## config.mk

```make
export PLATFORM = sky130hd
export DESIGN_NAME = alu_share_arb
export DESIGN_NICKNAME = d
export VERILOG_FILES = /design/src/rtl/alu_share_arb_pkg.sv /design/src/rtl/alu_share_arb_rr_arb2.sv /design/src/rtl/alu_share_arb.sv
export SDC_FILE = /design/constraint.sdc
export NUM_CORES = 1
export LEC_CHECK = 0
export CORE_AREA = 8 8 118 120
export DETAILED_ROUTE_END_ITERATION = 8
export DIE_AREA = 0 0 126 128
export DONT_BUFFER_PORTS = 1
export PLACE_DENSITY_LB_ADDON = 0.15
export SYNTH_ARGS = -nofsm -noshare
export SYNTH_HDL_FRONTEND = slang
export SYNTH_HIERARCHICAL = 1
export SYNTH_SLANG_ARGS = --single-unit
```

## constraint.sdc

```tcl
create_clock -name clk -period 2 [get_ports clk]
set_clock_uncertainty 0.15 [all_clocks]
set_input_delay 0.1 -clock clk [delete_from_list [all_inputs] [get_ports clk]]
set_output_delay 0.1 -clock clk [all_outputs]
set_load 0.1 [all_outputs]
```

## src/rtl/alu_share_arb_pkg.sv

```systemverilog
// Shared types and constants for the two-port ALU share arbiter.
// Function codes, FSM states, flag positions and op/response bundles.
package alu_share_arb_pkg;

    localparam logic [2:0] ALU_ADD = 3'b000;
    localparam logic [2:0] ALU_SUB = 3'b001;
    localparam logic [2:0] ALU_AND = 3'b010;
    localparam logic [2:0] ALU_OR  = 3'b011;
    localparam logic [2:0] ALU_SLT = 3'b101;

    localparam int FLG_Z = 0;
    localparam int FLG_V = 1;
    localparam int FLG_C = 2;
    localparam int FLG_N = 3;

    typedef enum logic [1:0] {
        S_IDLE = 2'd0,
        S_CALC = 2'd1,
        S_RESP = 2'd2
    } state_e;

    typedef struct packed {
        logic [31:0] a;
        logic [31:0] b;
        logic [2:0]  f;
        logic        gid;
    } op_t;

    typedef struct packed {
        logic [31:0] result;
        logic [3:0]  flags;
    } rsp_t;

    function automatic logic [3:0] pack_flags(
        input logic n,
        input logic c,
        input logic v,
        input logic z
    );
        logic [3:0] fl;
        fl        = '0;
        fl[FLG_N] = n;
        fl[FLG_C] = c;
        fl[FLG_V] = v;
        fl[FLG_Z] = z;
        return fl;
    endfunction

endpackage

```

## src/rtl/alu_share_arb_rr_arb2.sv

```systemverilog
// Two-way round-robin picker: one-hot grant from valid and last winner.
// On contention the requester that did not win last time is chosen.
module rr_arb2 (
    input  logic [1:0] valid,
    input  logic       last_grant,
    output logic [1:0] grant
);

    always_comb begin
        grant = valid;
        if (valid == 2'b11) begin
            grant = last_grant ? 2'b01 : 2'b10;
        end
    end

endmodule

```

## src/rtl/alu_share_arb.sv

```systemverilog
// Shares one 32-bit ALU between two requesters with round-robin grant.
// Optional per-requester saturating grant counters: ALU_GRANT_CNT_EN.
module alu_share_arb
    import alu_share_arb_pkg::*;
#(
    parameter logic INIT_PRI = 1'b0,
    parameter int   CNT_W    = 16
) (
    input  logic             clk,
    input  logic             reset,
    input  logic             req0_valid,
    output logic             req0_ready,
    input  logic [31:0]      req0_a,
    input  logic [31:0]      req0_b,
    input  logic [2:0]       req0_f,
    input  logic             req1_valid,
    output logic             req1_ready,
    input  logic [31:0]      req1_a,
    input  logic [31:0]      req1_b,
    input  logic [2:0]       req1_f,
    output logic [31:0]      alu_a,
    output logic [31:0]      alu_b,
    output logic [2:0]       alu_f,
    input  logic [31:0]      alu_result,
    input  logic             alu_zero,
    input  logic             alu_overflow,
    input  logic             alu_carry,
    input  logic             alu_negative,
    output logic             rsp0_valid,
    input  logic             rsp0_ready,
    output logic [31:0]      rsp0_result,
    output logic [3:0]       rsp0_flags,
    output logic             rsp1_valid,
    input  logic             rsp1_ready,
    output logic [31:0]      rsp1_result,
    output logic [3:0]       rsp1_flags
`ifdef ALU_GRANT_CNT_EN
    ,
    output logic [CNT_W-1:0] grant_cnt0,
    output logic [CNT_W-1:0] grant_cnt1
`endif
);

    if (CNT_W < 1) begin : g_cnt_w_chk
        $error("CNT_W must be at least 1");
    end

    state_e     state_q, state_d;
    op_t        op_q, op_d;
    rsp_t       rsp_q, rsp_d;
    logic       last_q, last_d;
    logic [1:0] grant;
    logic [1:0] req_ready;
    logic [1:0] rsp_valid;
    logic [1:0] rsp_ready;

    assign rsp_ready = {rsp1_ready, rsp0_ready};

    rr_arb2 u_arb (
        .valid      ({req1_valid, req0_valid}),
        .last_grant (last_q),
        .grant      (grant)
    );

    always_comb begin
        state_d   = state_q;
        op_d      = op_q;
        rsp_d     = rsp_q;
        last_d    = last_q;
        req_ready = '0;
        rsp_valid = '0;
        case (state_q)
            S_IDLE: begin
                if (|grant) begin
                    req_ready = grant;
                    op_d.gid  = grant[1];
                    op_d.a    = grant[1] ? req1_a : req0_a;
                    op_d.b    = grant[1] ? req1_b : req0_b;
                    op_d.f    = grant[1] ? req1_f : req0_f;
                    state_d   = S_CALC;
                end
            end
            S_CALC: begin
                rsp_d.result = alu_result;
                rsp_d.flags  = pack_flags(alu_negative, alu_carry,
                                          alu_overflow, alu_zero);
                state_d      = S_RESP;
            end
            S_RESP: begin
                rsp_valid[op_q.gid] = 1'b1;
                if (rsp_ready[op_q.gid]) begin
                    last_d  = op_q.gid;
                    state_d = S_IDLE;
                end
            end
            default: state_d = S_IDLE;
        endcase
        // Handshake outputs stay quiet while reset is being applied.
        if (reset) begin
            req_ready = '0;
            rsp_valid = '0;
        end
    end

    always_ff @(posedge clk) begin
        if (reset) begin
            state_q <= S_IDLE;
            op_q    <= '0;
            rsp_q   <= '0;
            last_q  <= ~INIT_PRI;
        end else begin
            state_q <= state_d;
            op_q    <= op_d;
            rsp_q   <= rsp_d;
            last_q  <= last_d;
        end
    end

    assign req0_ready  = req_ready[0];
    assign req1_ready  = req_ready[1];
    assign alu_a       = op_q.a;
    assign alu_b       = op_q.b;
    assign alu_f       = op_q.f;
    assign rsp0_valid  = rsp_valid[0];
    assign rsp1_valid  = rsp_valid[1];
    assign rsp0_result = rsp_q.result;
    assign rsp1_result = rsp_q.result;
    assign rsp0_flags  = rsp_q.flags;
    assign rsp1_flags  = rsp_q.flags;

`ifdef ALU_GRANT_CNT_EN
    logic [CNT_W-1:0] cnt0_q, cnt1_q;

    always_ff @(posedge clk) begin
        if (reset) begin
            cnt0_q <= '0;
            cnt1_q <= '0;
        end else begin
            if (req_ready[0] && cnt0_q != '1) begin
                cnt0_q <= cnt0_q + CNT_W'(1);
            end
            if (req_ready[1] && cnt1_q != '1) begin
                cnt1_q <= cnt1_q + CNT_W'(1);
            end
        end
    end

    assign grant_cnt0 = cnt0_q;
    assign grant_cnt1 = cnt1_q;
`endif

endmodule
```

* After elaboration in Yosys (flattened, before gate mapping)
Cells that the tools add are included.
Word-level totals: bits in registers 107, output and inout port bits 143, word-level logic and storage cells 38, input bits 176
Cells by class: order comparisons 2, reductions and logical operators 6, eq/ne operators 5, multiplexer cells 17
Operator list (count):
- 32-bit 2-to-1 mux | 2
- 2-bit 2-to-1 mux | 9
- 2-bit case mux with 3 select lines | 1
- 2-bit AND reduction | 3
- 2-bit == test (second input constant) | 2
- 2-bit inequality test (second input constant) | 2
- 1-bit 2-to-1 mux | 3
- 3-bit 2-to-1 mux | 1
- 2-bit by 1-bit == test with 1-bit output (second input constant) | 1
- 2-bit zero test | 1
- 1-bit by 2-bit < comparator with 1-bit output (second input constant) | 1
- 2-bit OR reduction | 1
- 1-bit demux with 1-bit select | 1
- 1-bit greater-or-equal comparator (second input constant) | 1
- 1-bit logical AND | 1

* Longest topological paths before layout
Gate-level depths: netlist of the first run.
word-level depth 6, gate-level depth with buffers 8, depth with buffers taken out 5

* Cells and area by module
The synthesis of the first run kept the hierarchy.
Modules (own cells, without submodules):
- alu_share_arb | times used 1, cells each 594, area an instance 5557.8 µm²
- rr_arb2 | times used 1, cells each 3, area an instance 18.8 µm²

* Worst setup path after synthesis of the first run
Ideal clock, no wire load.
kind reg-to-output, start register last_q, end output port req1_ready, required time 1.750 ns, path slack -1.506 ns, stages on the path, launching flop included 6, path buffers 3, arrival 3.256 ns, cell sequence dfxtp_1 a21boi_0 buf_2 buf_4 buf_4 nor3b_1
On the way: longest elaborated chain between the ends 6
RTL lines:
- from (decl) | line alu_share_arb.sv:51 | logic last_q, last_d;
- from (signal assigned) | line alu_share_arb.sv:110 | last_q <= ~INIT_PRI;
- from (signal assigned) | line alu_share_arb.sv:115 | last_q <= last_d;
- 2-bit 2-to-1 mux * | line alu_share_arb_rr_arb2.sv:12 | grant = last_grant ? 2'b01 : 2'b10;
- 2-bit 2-to-1 mux * | line alu_share_arb_rr_arb2.sv:11 | if (valid == 2'b11) begin
- net grant[1] | line alu_share_arb.sv:52 | logic [1:0] grant;
- 2-bit OR reduction | line alu_share_arb.sv:74 | if (|grant) begin
- 2-bit 2-to-1 mux * | line alu_share_arb.sv:74
- 2-bit 2-to-1 mux * | line alu_share_arb.sv:72 | case (state_q)
- 2-bit 2-to-1 mux * | line alu_share_arb.sv:99 | if (reset) begin
- to (decl) | line alu_share_arb.sv:17 | output logic req1_ready,
Mark *: on every way through the listed nets, which the timed path passes. The rest lies on a longest branch.

* Worst setup path in the final report of the first run
start register state_q[1], end register rsp_q (netlist bit rsp0_result[18])
On the way: longest elaborated chain between the ends 1
RTL lines:
- from (decl) | line alu_share_arb.sv:48 | state_e state_q, state_d;
- from (signal assigned) | line alu_share_arb.sv:112 | state_q <= state_d;
- 2-bit by 1-bit == test with 1-bit output | line alu_share_arb.sv:72
- to (signal assigned) | line alu_share_arb.sv:114 | rsp_q <= rsp_d;
- to (decl) | line alu_share_arb.sv:50 | rsp_t rsp_q, rsp_d;
No other way between the ends. A chain may end at the register's enable or synchronous reset.

==> results of run 1 <==
[worst max path at each step]
stage,end,slack (ps),depth (start not counted)
2_1_floorplan,req1_ready,-500,5
3_3_place_gp,alu_a[9]$_SDFFE_PP0P_,330,6
3_5_place_dp,alu_a[5]$_SDFFE_PP0P_,250,6
4_1_cts,rsp0_result[7]$_SDFFE_PP0N_,20,5
5_1_grt,rsp0_result[18]$_SDFFE_PP0N_,-20,5
6_report,rsp0_result[18]$_SDFFE_PP0N_,110,5
[layout make-up]
class / instances / share of cell area
Multi-Input combinational cell: 333 / 0.369
Sequential cell: 107 / 0.331
Timing Repair Buffer: 164 / 0.225
Clock buffer: 10 / 0.0361
Tap cell: 150 / 0.0283
Clock inverter: 5 / 0.00812
Inverter: 4 / 0.00227
[cell families (layout without fill, tap and decap cells)]
| kind of cell | after synthesis | after routing | share of synthesized area |
|---|---|---|---|
| multiplexers | 67 | 67 | 0.120 |
| flip-flops | 107 | 107 | 0.384 |
| buffers and inverters | 157 | 183 | 0.190 |
| AO/OA/AOI/OAI | 179 | 179 | 0.240 |
| AND/OR/NAND/NOR | 87 | 87 | 0.0655 |
[power by group]
part / internal [mW] / switching, mW
logic: 0.742 / 2.60
registers: 2.37 / 0.120
clock network: 0.994 / 0.785
total: 4.10 / 3.51
[registers in the layout, indices dropped and copies added, names as in the netlist]
signal,flops
alu_f,3
rsp0_flags,4
state_q,2
last_q,1
op_q,1
alu_b,32
alu_a,32
rsp0_result,32
[timing repair]
action                                 in CTS  in global routing
gates resized for setup                     0                 11
hold buffers                                7                 35
setup endpoints to repair                   0                  6
buffers inserted                            0                  2
endpoints found under the hold margin     107                102
[through the flow]
step,std cells,util
floorplan,597,-
global placement,714,0.479
detailed placement,714,0.479
CTS,736,0.509
global route,773,0.543
finish,773,0.543
[per-layer routing]
metal | global-route usage | vias up
met3 | 0.0911 | 16
li1 | - | 2017
met1 | 0.191 | 1898
met5 | 0 | -
met4 | 0.0708 | 0
met2 | 0.303 | 199
[layout by cell type, fill, tap and decap left out]
cell type	n
or2_2	1
nand2b_1	2
or2_4	1
inv_1	4
nor3b_4	2
clkbuf_16	10
dfxtp_2	39
buf_12	10
clkinv_2	3
mux2i_1	67
clkinv_4	1
a211oi_1	37
a21boi_2	1
bufinv_16	1
nor2b_2	1
dfxtp_4	1
a21oi_2	31
o2111ai_1	1
a21boi_4	1
nor3_4	2
clkbuf_8	1
dlygate4sd3_1	41
a211oi_2	30
buf_8	2
nand2_1	74
a21oi_1	75
o21ai_0	2
dfxtp_1	67
o211ai_1	1
nor2_4	2
nor3_1	1
buf_4	110
nor2_2	1
==> results.json, run 1 <==
{
  "outcome": "complete, but fails checks",
  "violations": "negative hold slack",
  "synthMostInstantiatedCell": "buf_4",
  "worst_slew_margin_rel": 0.622,
  "placed_area_sq_mm": 0.00585,
  "synthesis.instances": 597,
  "worst_setup_path_start_kind": "flip-flop",
  "critical-path-max-stage-delay_ps": 560,
  "cp_data_required_time_ps": 2140,
  "wire_length_of_the_first_global_routing_pass_mm": 23.2,
  "path_delay_family": "buffers and inverters",
  "top_layer_used": "met4",
  "grt_overflow_total": 0,
  "grt_usage": 0.181,
  "finalSetupViolations": 0,
  "number_of_buffers_created_by_cts": 9,
  "worstReg2RegStart": "state_q[1]$_SDFFE_PP0P_",
  "post-route-cell-area_sq_mm": 0.00663,
  "netlist.top_cell.by_area": "dfxtp_1",
  "n_antenna_cell": 0,
  "synth_flop_cell": "dfxtp_1",
  "ioPinCount": 319,
  "syn2layout_area_growth_pct": 18.8,
  "max_freq_ghz": 0.528,
  "dieArea_sq_mm": 0.0161,
  "post_synth_instance_area_sq_mm": 0.00558,
  "synth.yosys.warnings": 6,
  "drc_errors": 0,
  "r2r_slack_ps": 110,
  "cap_viol_max_count": 0,
  "postSynthNetCount": 773,
  "layout.filler_cells": 1103,
  "detailedRoute.firstPassIterationCount": 4,
  "fraction_of_final_layout_cells_with_drive_strength_greater_than_1": 0.403,
  "nets_finish": 795,
  "vdd_ir_drop_max_uv": 630,
  "postRouteAntennaNets": 0,
  "cts.root.buffer_cell": "clkbuf_16",
  "die_x_um": 126,
  "hold-worst-slack_ps": -319,
  "cts.sinks": 107,
  "timing_worst_setup_path_type": "reg -> reg",
  "die_height_um": 128,
  "cp.buffers_inverters": 2,
  "synthesis_stage_register_bit_count": 107,
  "wl_met3_mm": 1.60,
  "insertion_delay_ps": 350,
  "finalMaxSlewViolations": 0,
  "dr_wl_met2_mm": 7.84,
  "data_arrival_critical_path_ps": 2030,
  "ys_async_sr_fraction": 0,
  "first_global_vias": 4130,
  "final_hold_violation_count": 68,
  "hold_path_class": "in -> reg",
  "powerDensity_mw_per_mm2": 1150,
  "core_area_sq_mm": 0.0122,
  "largest_net_degree_at_the_start_of_global_routing": 112,
  "final_min_period_over_clock_period": 0.947,
  "critical_path_end_type": "flip-flop",
  "initial_core_util": 0.457,
  "drt_iter0_markers": 194,
  "synth.distinct_cells": 27,
  "pre_cts_slack_ps": 255,
  "seq_area_frac_synth": 0.384,
  "holdPathStages": 1,
  "antenna_violations_before_repair": 0,
  "worstPathMaxFanout": 36,
  "cts-htree-levels": 3,
  "finalWirelength_mm": 15.7,
  "setup_slack_ps": 105,
  "synth.top_cells.by_count": "buf_4, dfxtp_1, a21oi_1",
  "synth_edf_count": 0,
  "area_occupied_by_multi_input_gates_sq_mm": 0.00244,
  "transition_at_the_pin_with_the_smallest_max_transition_slack_ps": 571,
  "dp_hpwl_mm": 11.2,
  "critical_path_cell_by_cell": "nand2b_1, buf_8, nand2_1, a21oi_1, dlygate4sd3_1",
  "power.leakage_nw": 2.67,
  "hold_path_startpoint": "reset",
  "route.vias.total": 4130,
  "drt-wirelength-per-cell_um": 20.3,
  "crit_path_top_delay_cell": "dlygate4sd3_1",
  "rr_worst_depth": 5,
  "m1WireLength_mm": 5.99,
  "max-clock-path-buffers": 2,
  "setup_total_negative_slack_ps": 0,
  "final-seq-area_sq_mm": 0.00219,
  "hold-path-endpoint": "alu_b[14]$_SDFFE_PP0P_",
  "synth_top_area_frac": 0.384,
  "portBuffers": 0,
  "clkTransAtPathRegs_ps": 70,
  "place_congestion": 0.733,
  "rows": 41,
  "period_needed_ps": 1890,
  "detail_route.vias_per_cell": 5.34,
  "critical_path.reg2reg.endpoint": "rsp0_result[18]$_SDFFE_PP0N_",
  "cp-startpoint": "state_q[1]$_SDFFE_PP0P_",
  "clock_tree_from_tritoncts": "done",
  "syn_area_per_cell_sq_um": 9.34,
  "p_total_mw": 7.61,
  "yosys-top-cells-area": "dfxtp_1, buf_4, mux2i_1"
}
No activity file was read; power rests on OpenSTA's default activity.
==> run 2: changes to the inputs <==
==> constraint.sdc (replaced) <==
create_clock -name clk -period 2 [get_ports clk]
set_clock_uncertainty 0.15 [all_clocks]
set_input_delay 0.3 -clock clk [delete_from_list [all_inputs] [get_ports clk]]
set_output_delay 0.3 -clock clk [all_outputs]
set_load 0.1 [all_outputs]
==> run 2 against run 1 <==
Compared with the run above:
- the run still ends with negative hold slack left
- sequential share of layout area is 1.5 points lower
- utilization is 2.5 points higher
- worst hold slack better by 200 ps
- clock-buffer cell count is 3 higher
- final cell count is 0.39% higher
- largest power group unchanged
==> results.json, run 2 (synthesis results as in run 1) <==
{
  "outcome": "complete, but fails checks",
  "violations": "negative hold slack",
  "period_needed_ps": 1920,
  "setup_slack_ps": 77.2,
  "pre_cts_slack_ps": 187,
  "timing_worst_setup_path_type": "reg -> out",
  "finalSetupViolations": 0,
  "dp_hpwl_mm": 11.7,
  "hold_path_startpoint": "reset",
  "portBuffers": 0,
  "insertion_delay_ps": 340,
  "worstReg2RegStart": "state_q[0]$_SDFFE_PP0P_",
  "dr_wl_met2_mm": 8.21,
  "worst_slew_margin_rel": 0.627,
  "detail_route.vias_per_cell": 5.35,
  "final_hold_violation_count": 45,
  "powerDensity_mw_per_mm2": 1090,
  "placed_cells_incl_taps": 716,
  "grt_overflow_total": 0,
  "m1WireLength_mm": 5.94,
  "path_delay_family": "flip-flops",
  "final_min_period_over_clock_period": 0.961,
  "crit_path_top_delay_cell": "dfxtp_2",
  "finalWirelength_mm": 15.8,
  "critical_path_cell_by_cell": "inv_1, a21boi_2, inv_2, nor3_4, buf_12",
  "critical-path-max-stage-delay_ps": 380,
  "grt_usage": 0.189,
  "mostFrequentLayoutCell": "buf_4",
  "cap_viol_max_count": 0,
  "first_global_vias": 4232,
  "wire_length_of_the_first_global_routing_pass_mm": 24.2,
  "worst_setup_path_start_kind": "flip-flop",
  "critical_path_end_type": "primary output",
  "fraction_of_final_layout_cells_with_drive_strength_greater_than_1": 0.403,
  "max_freq_ghz": 0.520,
  "cts.root.buffer_cell": "clkbuf_16",
  "nets_finish": 798,
  "max-clock-path-buffers": 2,
  "wl_met3_mm": 1.49,
  "die_height_um": 128,
  "initial_core_util": 0.457,
  "syn2layout_area_growth_pct": 24.4,
  "drt_iter0_markers": 201,
  "route.vias.total": 4155,
  "power.leakage_nw": 2.74,
  "data_arrival_critical_path_ps": 1470,
  "clock_tree_from_tritoncts": "done",
  "setup_repair_after_global_routing_missed_its_margin": "true",
  "n_antenna_cell": 0,
  "hold-worst-slack_ps": -115,
  "cp_data_required_time_ps": 1550,
  "largest_net_degree_at_the_start_of_global_routing": 112,
  "placed_area_sq_mm": 0.00621,
  "antenna_violations_before_repair": 0,
  "setup_total_negative_slack_ps": 0,
  "drt-wirelength-per-cell_um": 20.4,
  "core_area_sq_mm": 0.0122,
  "cts-htree-levels": 3,
  "place_congestion": 0.788,
  "highest_count_cells_in_the_layout_ignoring_fill_and_taps": "buf_4, a21oi_1, nand2_1, mux2i_1, dfxtp_1",
  "cp.buffers_inverters": 3,
  "vdd_ir_drop_max_uv": 587,
  "fin_cells": 776,
  "hold_path_class": "in -> reg",
  "final_core_util": 0.568,
  "drc_errors": 0,
  "clkTransAtPathRegs_ps": 70,
  "top_layer_used": "met4",
  "rows": 41,
  "die_x_um": 126,
  "worstPathMaxFanout": 4,
  "detailedRoute.firstPassIterationCount": 6,
  "postRouteAntennaNets": 0,
  "post-route-cell-area_sq_mm": 0.00694,
  "number_of_buffers_created_by_cts": 9,
  "ioPinCount": 319,
  "transition_at_the_pin_with_the_smallest_max_transition_slack_ps": 559,
  "cts.sinks": 107,
  "p_total_mw": 7.57,
  "dieArea_sq_mm": 0.0161,
  "finalMaxSlewViolations": 0,
  "cp-startpoint": "last_q$_SDFFE_PP1P_"
}
==> run 2: changes by cell type in the layout (fill, tap and decap cells not counted), moves of 2 or more <==
| cell | before | now |
|---|---|---|
| buf_12 | 10 | 37 |
| clkinv_2 | 3 | 1 |
| buf_4 | 110 | 88 |
| clkbuf_1 | 0 | 3 |
==> run 2: what timing repair did <==
action / in CTS / in global routing
buffers inserted: 3 / 1
resized for setup: 2 / 9
setup endpoints to repair: 2 / 25
hold buffers: 27 / 14
pin swaps: 1 / 1
endpoints found under the hold margin: 107 / 81
==> run 2: cell type report <==
type	count	area (sq um)
clock buffer	13	250
timing repair buffer	167	1830
inverter	4	15.0
sequential	107	2190
fill	1052	5270
multi-input combinational	333	2450
tap	150	188
clock inverter	2	12.5
==> run 2: power breakdown <==
group | internal (mW) | switching, mW
Clock | 0.872 | 0.753
Sequential | 2.37 | 0.108
Combinational | 0.833 | 2.63
Total | 4.07 | 3.50
==> run 2: worst paths after layout <==
path	endpoint	slack, ps	depth (start not counted)
setup / recovery	req0_ready	80	5
hold / removal	alu_b[23]$_SDFFE_PP0P_	-120	1
hold reg to reg	alu_a[2]$_SDFFE_PP0P_	370	2
setup reg to reg	rsp0_flags[3]$_SDFFE_PP0N_	140	5
==> run 2: worst reg2reg max path, delay by kind of cell (launching register included) <==
kind / cells / cell delay, ps
buffers and inverters: 2 / 790
AND/OR/NAND/NOR: 2 / 320
flip-flops: 1 / 400
AO/OA/AOI/OAI: 1 / 130
==> run 2: layer usage <==
| metal | up-vias | track usage |
|---|---|---|
| met5 | - | 0 |
| met4 | 0 | 0.0637 |
| met3 | 9 | 0.0765 |
| met2 | 198 | 0.340 |
| met1 | 1921 | 0.196 |
| li1 | 2027 | - |
==> run 3: changes to the inputs <==
Settings changed: PLACE_DENSITY set to 0.6, PLACE_DENSITY_LB_ADDON 0.15 to unset.
Clock period 2 ns to 1.8 ns, I/O delays scaled along.
==> run 3 against run 2 <==
Compared with the run above:
- the flow finishes with violations (negative hold slack, negative setup slack)
- global-route usage down 0.84 points
- final area decreased by 1.8%
- register-to-register slack worse by 80 ps
- critical endpoint is now req1_ready
==> results.json, run 3 (synthesis results as in run 1) <==
{
  "rows": 41,
  "timing_worst_setup_path_type": "reg -> out",
  "worst_slew_margin_rel": 0.772,
  "violations": "negative hold slack, negative setup slack",
  "final_hold_violation_count": 104,
  "cts.root.buffer_cell": "clkbuf_16",
  "powerDensity_mw_per_mm2": 1310,
  "final_min_period_over_clock_period": 1.00,
  "worst_setup_path_start_kind": "flip-flop",
  "n_antenna_cell": 0,
  "die_x_um": 126,
  "drt_iter0_markers": 250,
  "grt_use_met2": 0.320,
  "syn2layout_area_growth_pct": 22.1,
  "dieArea_sq_mm": 0.0161,
  "place_congestion": 0.796,
  "placed_area_sq_mm": 0.00633,
  "fraction_of_final_layout_cells_with_drive_strength_greater_than_1": 0.435,
  "cp-startpoint": "state_q[0]$_SDFFE_PP0P_",
  "grt_busiest_layer": "met2",
  "outcome": "complete, but fails checks",
  "first_global_vias": 4413,
  "detailedRoute.firstPassIterationCount": 4,
  "detail_route.vias_per_cell": 5.49,
  "cap_viol_max_count": 0,
  "finalMaxSlewViolations": 0,
  "max-clock-path-buffers": 2,
  "period_needed_ps": 1810,
  "rr_worst_depth": 7,
  "finalWirelength_mm": 15.1,
  "route.vias.total": 4080,
  "cp-endpoint": "req1_ready",
  "holdBufCountCts": 4,
  "clock_tree_from_tritoncts": "done",
  "largest_net_degree_at_the_start_of_global_routing": 112,
  "data_arrival_critical_path_ps": 1390,
  "finalSetupViolations": 2,
  "grt_usage": 0.181,
  "power.leakage_nw": 2.59,
  "highest_count_cells_in_the_layout_ignoring_fill_and_taps": "buf_4, a21oi_1, nand2_1, dfxtp_1, mux2i_1",
  "p_total_mw": 8.95,
  "antenna_violations_before_repair": 0,
  "mostFrequentLayoutCell": "buf_4",
  "grt_overflow_total": 0,
  "cts-htree-levels": 3,
  "postRouteAntennaNets": 0,
  "vdd_ir_drop_max_uv": 615,
  "critical_path_end_type": "primary output",
  "wire_length_of_the_first_global_routing_pass_mm": 23.5,
  "ioPinCount": 319,
  "initial_core_util": 0.457,
  "cts.sinks": 107,
  "post-route-cell-area_sq_mm": 0.00681,
  "layout.filler_cells": 1059,
  "r2r_slack_ps": 60,
  "global_route.usage.met3": 0.0661,
  "drt-wirelength-per-cell_um": 20.3,
  "dp_hpwl_mm": 11.3,
  "groute.layer.met1.usage": 0.188,
  "die_height_um": 128,
  "transition_at_the_pin_with_the_smallest_max_transition_slack_ps": 343,
  "critical_path.reg2reg.endpoint": "alu_a[26]$_SDFFE_PP0P_",
  "cp_data_required_time_ps": 1380,
  "max_freq_ghz": 0.553,
  "number_of_buffers_created_by_cts": 9,
  "hold-worst-slack_ps": -156,
  "nets_finish": 764,
  "setup_repair_after_global_routing_missed_its_margin": "true",
  "worstPathMaxFanout": 3,
  "core_area_sq_mm": 0.0122,
  "drc_errors": 0,
  "portBuffers": 0,
  "insertion_delay_ps": 340,
  "setup_slack_ps": -8.18,
  "worstReg2RegStart": "last_q$_SDFFE_PP1P_",
  "hold_path_class": "in -> reg",
  "clkTransAtPathRegs_ps": 70
}
-- run 3: changes by cell type in the layout (fill, tap and decap cells not counted), moves of 2 or more --
cell and change:
dfxtp_2 -3, bufinv_16 +4, buf_12 +9, buf_6 +3
dfxtp_4 +2, dlygate4sd3_1 -36, buf_4 -8, clkbuf_1 -3
-- run 3: what timing repair did --
item                                    CTS  global route
endpoints found under the setup margin    2             5
resized for setup                         5             2
hold endpoints to repair                107           104
setup buffers                             7             1
pin swaps                                 4             4
-- run 3: area by class of cell --
type | instances | area (sq um) | share of cell area
Inverter | 4 | 15.0 | 0.00220
Sequential cell | 107 | 2200 | 0.323
Clock buffer | 9 | 225 | 0.0331
Multi-Input combinational cell | 333 | 2450 | 0.360
Clock inverter | 7 | 140 | 0.0206
Tap cell | 150 | 188 | 0.0276
Timing Repair Buffer | 133 | 1600 | 0.234
-- run 3: worst min path at each step --
stage	startpoint	endpoint	slack (ps)	cells past startpoint
floorplan	alu_zero	rsp0_flags[0]$_SDFFE_PP0N_	250	2
global placement	reset	alu_a[3]$_SDFFE_PP0P_	200	1
detailed placement	reset	state_q[1]$_SDFFE_PP0P_	200	1
CTS	reset	alu_b[20]$_SDFFE_PP0P_	-170	1
global route	reset	alu_a[2]$_SDFFE_PP0P_	-180	1
finish	reset	alu_b[20]$_SDFFE_PP0P_	-160	1
-- run 3: per-stage QoR --
step | utilization | worst slack (ps) | hold WS (ps) | std cells | setup TNS (ps)
global placement | 0.518 | 232 | 198 | 715 | 0
finish | 0.558 | -8.18 | -156 | 743 | -10.2
global route | 0.558 | -48.3 | -179 | 743 | -91.2
floorplan | - | -330 | 255 | 597 | -360
detailed placement | 0.518 | 152 | 200 | 715 | 0
CTS | 0.557 | -48.7 | -173 | 742 | -58.0
-- run 3: worst max-delay path: stages, from the launching register on --
cell	delay, ps
dfxtp_4	350
or2_4	280
nor3b_4	220
buf_12	200
-- run 3: power breakdown --
group | switching [mW] | internal [mW] | leakage (nW)
clock network | 0.873 | 1.50 | 0.172
registers | 0.129 | 2.63 | 0.900
logic | 2.92 | 0.909 | 1.52
-- run 3: metal layers --
| metal | vias up | part of all wire |
|---|---|---|
| met5 | - | 0 |
| met4 | 0 | 0.026 |
| met3 | 27 | 0.091 |
| met2 | 223 | 0.51 |
| met1 | 1874 | 0.38 |
| li1 | 1956 | - |
